$ cat src/rtl/tlc_mon_pkg.sv
// Shared types for the traffic-light lamp monitor: fault codes, lamp encoding
// and small lamp-vector helpers used by the filter and the checkers.
package tlc_mon_pkg;

  typedef enum logic [2:0] {
    NONE        = 3'd0,
    CONFLICT    = 3'd1,
    ENCODING    = 3'd2,
    SEQUENCE    = 3'd3,
    SHORT_AMBER = 3'd4,
    WATCHDOG    = 3'd5
  } fault_code_e;

  localparam int unsigned LAMP_G = 2;
  localparam int unsigned LAMP_O = 1;
  localparam int unsigned LAMP_R = 0;

  typedef logic [2:0] lamp_t;

  localparam lamp_t LAMP_RED = 3'(1 << LAMP_R);
  localparam lamp_t LAMP_AMB = 3'(1 << LAMP_O);
  localparam lamp_t LAMP_GRN = 3'(1 << LAMP_G);

  function automatic logic is_lit(input lamp_t l);
    return l[LAMP_G] | l[LAMP_O];
  endfunction

  // Only G->O, O->R and R->G are legal; steps involving a non-one-hot value
  // are left to the encoding check.
  function automatic logic bad_step(input lamp_t from, input lamp_t to);
    logic legal;
    legal = ((from == LAMP_GRN) && (to == LAMP_AMB)) ||
            ((from == LAMP_AMB) && (to == LAMP_RED)) ||
            ((from == LAMP_RED) && (to == LAMP_GRN));
    return $onehot(from) && $onehot(to) && (from != to) && !legal;
  endfunction

endpackage

$ cat src/rtl/tlc_lamp_filter.sv
// Glitch filter for the six lamp read-back lines: a vector is accepted once it
// has been sampled FILT_CYC times in a row (FILT_CYC=0 passes every sample).
module tlc_lamp_filter
  import tlc_mon_pkg::*;
#(
  parameter int unsigned FILT_CYC = 2
)(
  input  logic       clk,
  input  logic       res_n,
  input  logic [5:0] raw,
  output logic [5:0] acc,
  output logic       acc_chg
);

  localparam logic [5:0] ALL_RED = {LAMP_RED, LAMP_RED};

  generate
    if (FILT_CYC == 0) begin : g_bypass
      always_ff @(posedge clk or negedge res_n) begin
        if (!res_n) begin
          acc     <= ALL_RED;
          acc_chg <= 1'b0;
        end else begin
          acc_chg <= (raw != acc);
          acc     <= raw;
        end
      end
    end else begin : g_filt
      localparam int unsigned CW = $clog2(FILT_CYC + 1);
      localparam logic [CW-1:0] STAB_MAX = CW'(FILT_CYC - 1);

      logic [5:0]    samp;
      logic [CW-1:0] stab;
      logic          take;

      // stab counts repeats after the first sample, so STAB_MAX repeats means
      // FILT_CYC identical samples are now sitting in samp.
      assign take = (stab >= STAB_MAX) && (samp != acc);

      always_ff @(posedge clk or negedge res_n) begin
        if (!res_n) begin
          samp    <= ALL_RED;
          stab    <= '0;
          acc     <= ALL_RED;
          acc_chg <= 1'b0;
        end else begin
          samp <= raw;
          if (raw != samp)
            stab <= '0;
          else if (stab != STAB_MAX)
            stab <= stab + 1'b1;
          acc_chg <= take;
          if (take)
            acc <= samp;
        end
      end
    end
  endgenerate

endmodule

$ cat src/rtl/tlc_lamp_monitor.sv
// Lamp conflict/malfunction monitor: checks filtered lamp read-back, latches the
// first fault and drives the flash blink. TLC_MON_WATCHDOG_EN adds a stall watchdog.
module tlc_lamp_monitor
  import tlc_mon_pkg::*;
#(
  parameter int unsigned FILT_CYC  = 2,
  parameter int unsigned MIN_AMBER = 4,
`ifdef TLC_MON_WATCHDOG_EN
  parameter int unsigned MAX_STALL = 1000,
`endif
  parameter int unsigned BLINK_CYC = 50
)(
  input  logic       clk,
  input  logic       res_n,
  input  logic       ga,
  input  logic       oa,
  input  logic       ra,
  input  logic       gb,
  input  logic       ob,
  input  logic       rb,
  input  logic       clr_fault,
  output logic       fault,
  output logic [2:0] fault_code,
  output logic       flash
);

  localparam int unsigned AW = $clog2(MIN_AMBER + 1);
  localparam logic [AW-1:0] AMB_MAX = AW'(MIN_AMBER);
  localparam int unsigned FW = (BLINK_CYC > 1) ? $clog2(BLINK_CYC) : 1;
  localparam logic [FW-1:0] BLINK_LAST = FW'(BLINK_CYC - 1);

  logic [5:0]    acc;
  logic          acc_chg;
  lamp_t         acc_a, acc_b, ref_a, ref_b;
  logic [AW-1:0] amb_a, amb_b;
  logic [FW-1:0] blink_cnt;
  logic          conflict, enc_bad, seq_bad, short_amb, det, clr_ok;
  fault_code_e   chk_code;

  tlc_lamp_filter #(.FILT_CYC(FILT_CYC)) u_filter (
    .clk     (clk),
    .res_n   (res_n),
    .raw     ({ga, oa, ra, gb, ob, rb}),
    .acc     (acc),
    .acc_chg (acc_chg)
  );

  assign acc_a = acc[5:3];
  assign acc_b = acc[2:0];

  assign conflict  = is_lit(acc_a) && is_lit(acc_b);
  assign enc_bad   = !$onehot(acc_a) || !$onehot(acc_b);
  assign seq_bad   = bad_step(ref_a, acc_a) || bad_step(ref_b, acc_b);
  // Amber counters still hold the pre-change count in the cycle acc_chg is high.
  assign short_amb = ((ref_a == LAMP_AMB) && (acc_a == LAMP_RED) && (amb_a < AMB_MAX)) ||
                     ((ref_b == LAMP_AMB) && (acc_b == LAMP_RED) && (amb_b < AMB_MAX));

`ifdef TLC_MON_WATCHDOG_EN
  localparam int unsigned SW = $clog2(MAX_STALL + 1);
  localparam logic [SW-1:0] STALL_MAX = SW'(MAX_STALL);
  logic [SW-1:0] stall_cnt;
`endif

  always_comb begin
    chk_code = NONE;
    if (acc_chg) begin
      if (conflict)       chk_code = CONFLICT;
      else if (enc_bad)   chk_code = ENCODING;
      else if (seq_bad)   chk_code = SEQUENCE;
      else if (short_amb) chk_code = SHORT_AMBER;
    end
`ifdef TLC_MON_WATCHDOG_EN
    if ((chk_code == NONE) && !acc_chg && (stall_cnt == STALL_MAX))
      chk_code = WATCHDOG;
`endif
  end

  assign det    = !fault && (chk_code != NONE);
  assign clr_ok = fault && clr_fault && !conflict && !enc_bad;

  always_ff @(posedge clk or negedge res_n) begin
    if (!res_n) begin
      fault      <= 1'b0;
      fault_code <= NONE;
      flash      <= 1'b0;
      blink_cnt  <= '0;
      ref_a      <= LAMP_RED;
      ref_b      <= LAMP_RED;
      amb_a      <= '0;
      amb_b      <= '0;
    end else begin
      if (det) begin
        fault      <= 1'b1;
        fault_code <= chk_code;
      end else if (clr_ok) begin
        fault      <= 1'b0;
        fault_code <= NONE;
      end

      if (!fault || clr_ok) begin
        blink_cnt <= '0;
        flash     <= 1'b0;
      end else if (blink_cnt == BLINK_LAST) begin
        blink_cnt <= '0;
        flash     <= ~flash;
      end else begin
        blink_cnt <= blink_cnt + 1'b1;
      end

      if (acc_chg || clr_ok) begin
        ref_a <= acc_a;
        ref_b <= acc_b;
      end

      if (clr_ok || (acc_a != LAMP_AMB)) amb_a <= '0;
      else if (amb_a != AMB_MAX)          amb_a <= amb_a + 1'b1;

      if (clr_ok || (acc_b != LAMP_AMB)) amb_b <= '0;
      else if (amb_b != AMB_MAX)          amb_b <= amb_b + 1'b1;
    end
  end

`ifdef TLC_MON_WATCHDOG_EN
  always_ff @(posedge clk or negedge res_n) begin
    if (!res_n)
      stall_cnt <= '0;
    else if (acc_chg || clr_ok)
      stall_cnt <= '0;
    else if (stall_cnt != STALL_MAX)
      stall_cnt <= stall_cnt + 1'b1;
  end
`endif

endmodule

$ cat config.mk
export PLATFORM = sky130hd
export DESIGN_NAME = tlc_lamp_monitor
export DESIGN_NICKNAME = d
export VERILOG_FILES = /design/src/rtl/tlc_mon_pkg.sv /design/src/rtl/tlc_lamp_filter.sv /design/src/rtl/tlc_lamp_monitor.sv
export SDC_FILE = /design/constraint.sdc
export NUM_CORES = 1
export LEC_CHECK = 0
export CAP_MARGIN = 10
export CORE_ASPECT_RATIO = 0.9
export CORE_MARGIN = 1.5
export CORE_UTILIZATION = 40
export CTS_CLUSTER_DIAMETER = 100
export DETAILED_ROUTE_END_ITERATION = 10
export MAX_ROUTING_LAYER = met4
export PLACE_DENSITY = 0.6
export SLEW_MARGIN = 20
export SYNTH_ARGS = -nofsm -noshare
export SYNTH_HDL_FRONTEND = slang
export SYNTH_SLANG_ARGS = --single-unit
$ cat constraint.sdc
create_clock -name clk -period 2.6 [get_ports clk]
set_input_delay 0.26 -clock clk [delete_from_list [all_inputs] [get_ports clk]]
set_output_delay 0.26 -clock clk [all_outputs]
set_load 0.02 [all_outputs]
==> out/metrics.yaml, run 1 <==
die_h_um: 72.3
area_delta_synth_final_pct: 13.0
grt_pass1_vias: 1390
yosysWarnings: 0
track_usage_pct: 15.2
dp_hpwl_mm: 2.84
setup_viol: 0
slowest_stage: "dfstp_2"
grt_pass1_wl_mm: 6.54
cts_tree: "done"
synthArstFlopShare_pct: 100
cts-root-buf: "clkbuf_8"
overflow: 0
post_cts_resized: 0
yosysUniqueCellTypes: 42
antenna_cells: 0
antenna_found_initial: 0
coreArea_mm2: 0.00519
antenna_left: 0
outcome: "finished clean"
required_ns: 2.78
r2r.worst_path.cells: 7
hold_slack_ns: 0.0636
avgSynthCellArea_um2: 10.8
portBuffers: 13
crit_path_end_kind: "flip-flop"
ys_seq_area_share_pct: 45.0
syn_nets: 219
cts_buffer_depth: 2
numCtsBuffers: 5
totalWireLength_mm: 3.84
r2r_slack_ns: 0.22
powerDensity_mw_per_mm2: 855
clock_skew_ns: 0.0103
slew_headroom_pct: 43.4
synth_flop_cell: "dfrtp_1"
crit_chain: "inv_1 -> fa_1 -> nand4bb_1 -> nor2_4 -> nand3_1 -> a32oi_1 -> o31ai_1"
clkSinkCount: 38
ir_drop_mv: 0.367
drive_gt1_share_pct: 15.3
tightest_slew_ns: 0.849
h-tree-depth: 2
dr.pass1.iters: 4
utilization_pct: 46.4
timing.rr.end: "fault_code[0]"
fmax_ghz: 0.420
nFillCells: 512
synth-seq-cells: 38
netlist_area_mm2: 0.00213
std_cell_rows: 25
routedWlPerCell_um: 13.6
finalCriticalPeriod_ns: 2.38
fin_tns_setup_ns: 0
insertion_delay_ns: 0.29
ctsHoldBuffers: 0
cts.reportedPaths.clkPinSlew_ns: 0.08
num_io_pins: 14
netlist_instances: 198
worstPathMaxFanout: 6
finalNetCount: 236
final_cell_mix: "dfrtp_1 (32), nor2_1 (20), inv_1 (16)"
path_class: "reg -> reg"
synth-edff-count: 0
p_leak_uw: 0.000957
initialDrtViolationCount: 90
period_share_pct: 91.5
slew_violations: 0
vias: 1427
die_x_um: 80.0
final_common_cell: "dfrtp_1"
post_cts_buffers: 0
grt_max_degree: 39
r2r_start: "u_filter.acc[0]"
slowest_delay_ns: 0.59
hold_class: "in -> async"
die-area_mm2: 0.00578
drv_cap: 0
via_per_inst: 5.04
start_util_pct: 41.1
drc: 0
rsz0062_at_grt: "no"
hold_violations: 0
gp_congestion: 0.785
start_kind: "flip-flop"
worstPathArrival_ns: 2.56
-- metal layers --
layer | up-vias | share of wire, % | wire (um) | global-route usage (%)
li1 | 716 | - | - | -
met1 | 683 | 51 | 1940 | 20.5
met2 | 21 | 45 | 1710 | 22.7
met3 | 7 | 3.2 | 121 | 3.77
met4 | 0 | 1.5 | 59 | 4.60
met5 | - | 0 | 0 | -
-- worst max-delay path by stage --
stage | end | slack [ns] | start
3_3_place_gp | fault_code[0] | 0.34 | u_filter.acc[0]
3_5_place_dp | fault_code[0] | 0.24 | u_filter.acc[0]
4_1_cts | fault_code[0] | 0.23 | u_filter.acc[0]
5_1_grt | fault_code[0] | 0.11 | u_filter.acc[0]
6_report | fault_code[0] | 0.22 | u_filter.acc[0]
2_1_floorplan | ref_a[1] | 0.35 | u_filter.acc[0]
-- critical path, delay by kind of cell, from the launching register on --
family / cells / cell delay [ns]
AO/OA/AOI/OAI: 2 / 0.36
adder cells (fa/ha/maj): 1 / 0.49
buffers and inverters: 1 / 0.09
flip-flops: 1 / 0.59
AND/OR/NAND/NOR: 3 / 0.74
-- layout make-up --
cell class / count / area [um2] / share of cell area, %
Sequential cell: 38 / 958 / 39.8
Clock buffer: 5 / 68.8 / 2.86
Tap cell: 67 / 83.8 / 3.48
Clock inverter: 3 / 21.3 / 0.883
Inverter: 16 / 60.1 / 2.49
Multi-Input combinational cell: 137 / 1060 / 44.1
Timing Repair Buffer: 17 / 155 / 6.44
-- cell families (layout without fill, tap and decap cells) --
family	Yosys count	count (layout)	synth area share, %
and+or+nand+nor	63	63	16.0
DFF	38	38	45.0
AOI/OAI and AO/OA	26	26	9.45
xor gates and xnor gates	26	26	10.7
buffers and inverters	23	41	5.22
adders and majority gates	12	12	8.45
muxes	10	10	5.22
-- power by group --
part | switching, uW | internal (uW) | leakage [uW] | total, uW
Clock | 220 | 188 | 0.0000441 | 408
Combinational | 414 | 387 | 0.000427 | 801
Sequential | 142 | 710 | 0.000486 | 852
-- registers in the layout (all words and copies together) (netlist names) --
name and count:
amb_a 3, amb_b 3, blink_cnt 6, fault 1, fault_code 3, flash 1
ref_a 3, ref_b 3, u_filter.acc 6, u_filter.acc_chg 1, u_filter.g_filt.samp 6, u_filter.g_filt.stab 2
-- per-stage QoR --
stage | instances | setup WS (ns) | instance area, um2 | total power (uW)
final | 283 | 0.221 | 2410 | 2060
after detailed placement | 275 | 0.244 | 2320 | 1670
after global routing | 283 | 0.112 | 2410 | 2210
after floorplan | 198 | 0.351 | 2130 | 1450
after CTS | 283 | 0.230 | 2410 | 2080
after global placement | 275 | 0.341 | 2320 | 1660
-- synth_stat cells (4+ instances only) --
master / number / area share (%)
nor2_1: 20 / 3.5
nor3_1: 4 / 0.94
fa_1: 4 / 3.8
inv_1: 16 / 2.8
xnor2_1: 14 / 5.8
o21ai_0: 6 / 1.4
nand3_1: 8 / 1.9
nand2_1: 14 / 2.5
a31oi_1: 4 / 1.2
dfrtp_1: 32 / 38
dfstp_2: 6 / 7.4
xor2_1: 12 / 4.9
ha_1: 8 / 4.7
mux2_2: 8 / 4.2
(Power assumes the default switching activity.)
==> run 2: changes to the inputs <==
--- a/config.mk
+++ b/config.mk
@@ -6,7 +6,6 @@
 export NUM_CORES = 1
 export LEC_CHECK = 0
 export CAP_MARGIN = 10
-export CORE_ASPECT_RATIO = 0.9
 export CORE_MARGIN = 1.5
 export CORE_UTILIZATION = 40
 export CTS_CLUSTER_DIAMETER = 100
==> out/metrics.yaml, run 2 (synthesized netlist as in run 1, its figures left out) <==
via_per_inst: 5.14  # +1.9%
hold_violations: 0  # unchanged
start_util_pct: 41.7  # +0.68 points
place_area_mm2: 0.00233  # +0.49%
clkSinkCount: 38  # unchanged
initialDrtViolationCount: 82  # -8.9%
cts_buffer_depth: 2  # unchanged
design_area_mm2: 0.00243  # +0.68%
power.total_uw: 2090  # +1.7%
reg.largest.list: "blink_cnt (6), u_filter.acc (6), u_filter.g_filt.samp (6)"
final_cells: 287  # +1.4%
drv_cap: 0  # unchanged
dr.pass1.iters: 4  # unchanged
totalWireLength_mm: 3.93  # +2.3%
ir_drop_mv: 0.358  # -2.5%
path_class: "reg -> reg"
track_usage_pct: 15.1  # -0.062 points
finalCriticalPeriod_ns: 2.38  # +0.00291 ns
grt_pass1_vias: 1464  # +5.3%
powerDensity_mw_per_mm2: 863  # +0.97%
crit_chain: "inv_1 -> fa_1 -> nand4bb_1 -> nor2_4 -> nand3_1 -> a32oi_1 -> o31ai_1"
die_x_um: 76.0  # -4.9%
cts_tree: "done"
outcome: "finished clean"
antenna_cells: 0  # unchanged
ctsHoldBuffers: 0  # unchanged
vias: 1474  # +3.3%
coreArea_mm2: 0.00511  # -1.6%
dr_wl_met2_mm: 1.88  # +9.8%
clock_skew_ns: 0.00420  # -0.00614 ns
antenna_left: 0  # unchanged
fin_tns_setup_ns: 0  # unchanged
routedWlPerCell_um: 13.7  # +0.89%
finalNetCount: 237  # +0.42%
r2r.worst_path.cells: 7  # unchanged
fmax_ghz: 0.420  # -0.12%
antenna_found_initial: 0  # unchanged
slowest_stage: "dfstp_2"
crit_path_end_kind: "flip-flop"
final_common_cell: "dfrtp_1"
m1WireLength_mm: 1.87  # -3.9%
cts.reportedPaths.clkPinSlew_ns: 0.08  # about the same
r2r_slack_ns: 0.22  # about the same
top_layer: "met4"
drc: 0  # unchanged
gp_congestion: 0.883  # +12%
std_cell_rows: 26  # +4.0%
num_io_pins: 14  # unchanged
die_h_um: 76.0  # +5.2%
insertion_delay_ns: 0.29  # about the same
portBuffers: 13  # unchanged
start_kind: "flip-flop"
dp_hpwl_mm: 2.89  # +1.6%
slowest_delay_ns: 0.59  # about the same
worstPathMaxFanout: 6  # unchanged
numCtsBuffers: 5  # unchanged
grt_pass1_wl_mm: 6.85  # +4.7%
slew_violations: 0  # unchanged
die-area_mm2: 0.00578  # about the same
final_cell_mix: "dfrtp_1 (32), nor2_1 (20), inv_1 (16)"
overflow: 0  # unchanged
post_cts_buffers: 0  # unchanged
tightest_slew_ns: 0.863  # +0.0138 ns
area_delta_synth_final_pct: 13.8
slew_headroom_pct: 42.5  # -0.92 points
worstPathArrival_ns: 2.55  # about the same
p_leak_uw: 0.000965  # +0.85%
post_cts_resized: 0  # unchanged
dr_wl_met3_um: 119  # -1.7%
required_ns: 2.77  # about the same
hold_class: "in -> async"
setup_viol: 0  # unchanged
period_share_pct: 91.6  # +0.11 points
place_inst: 279  # +1.5%
cts-root-buf: "clkbuf_8"
timing.rr.end: "fault_code[0]"
r2r_start: "u_filter.acc[0]"
drive_gt1_share_pct: 15.7  # +0.39 points
rsz0062_at_grt: "no"
h-tree-depth: 2  # unchanged
grt_max_degree: 39  # unchanged
==> run 2: cell count changes in the layout (fill, tap and decap cells not counted) <==
cell and change:
buf_4 +1, clkbuf_8 +1, clkinv_4 -1
==> run 2: where the power goes <==
| group | internal, uW | switching [uW] | total [uW] |
|---|---|---|---|
| combinational | 395 | 433 | 828 |
| sequential | 710 | 129 | 839 |
| clock | 213 | 215 | 428 |
==> run 2: worst max-delay path by stage <==
stage,start,end,slack (ns)
after floorplan,u_filter.acc[0],ref_a[1],0.35
after global placement,u_filter.acc[0],fault_code[0],0.34
after detailed placement,u_filter.acc[0],fault_code[0],0.24
after CTS,u_filter.acc[0],fault_code[0],0.22
after global routing,u_filter.acc[0],fault_code[0],0.05
final,u_filter.acc[0],fault_code[0],0.22
==> run 2: cell type report <==
class                           instances  area [um2]
Clock buffer                            6        82.6
Clock inverter                          2        12.5
Fill cell                             496        2680
Inverter                               16        60.1
Multi-Input combinational cell        137        1060
Sequential cell                        38         958
Tap cell                               70        87.6
Timing Repair Buffer                   18         163
==> run 2: per-stage QoR <==
step,setup slack (ns),hold WS (ns),util [%]
floorplan,0.351,-0.0356,-
global placement,0.343,0.424,45.6
detailed placement,0.243,0.428,45.6
CTS,0.221,0.106,47.5
global route,0.0536,0.142,47.5
finish,0.218,0.0831,47.5
==> run 2: metal layers <==
layer,up-vias,track usage [%]
met5,-,-
met4,0,5.37
met3,6,3.47
met2,29,23.8
met1,721,19.3
li1,718,-
==> run 2: worst max-delay path, delay by kind of cell, from the launching register on <==
kind / cells / cell delay, ns
simple gates: 3 / 0.71
flops: 1 / 0.59
fa+ha+maj: 1 / 0.50
compound gates: 2 / 0.36
buf+inv: 1 / 0.10
==> run 3: changes to the inputs <==
--- a/config.mk
+++ b/config.mk
@@ -9,6 +9,7 @@
 export CORE_MARGIN = 1.5
 export CORE_UTILIZATION = 40
 export CTS_CLUSTER_DIAMETER = 100
+export CTS_CLUSTER_SIZE = 25
 export DETAILED_ROUTE_END_ITERATION = 10
 export MAX_ROUTING_LAYER = met4
 export PLACE_DENSITY = 0.6
==> results of run 3 <==
Final layout, timing and power as in run 2 (identical DEF).
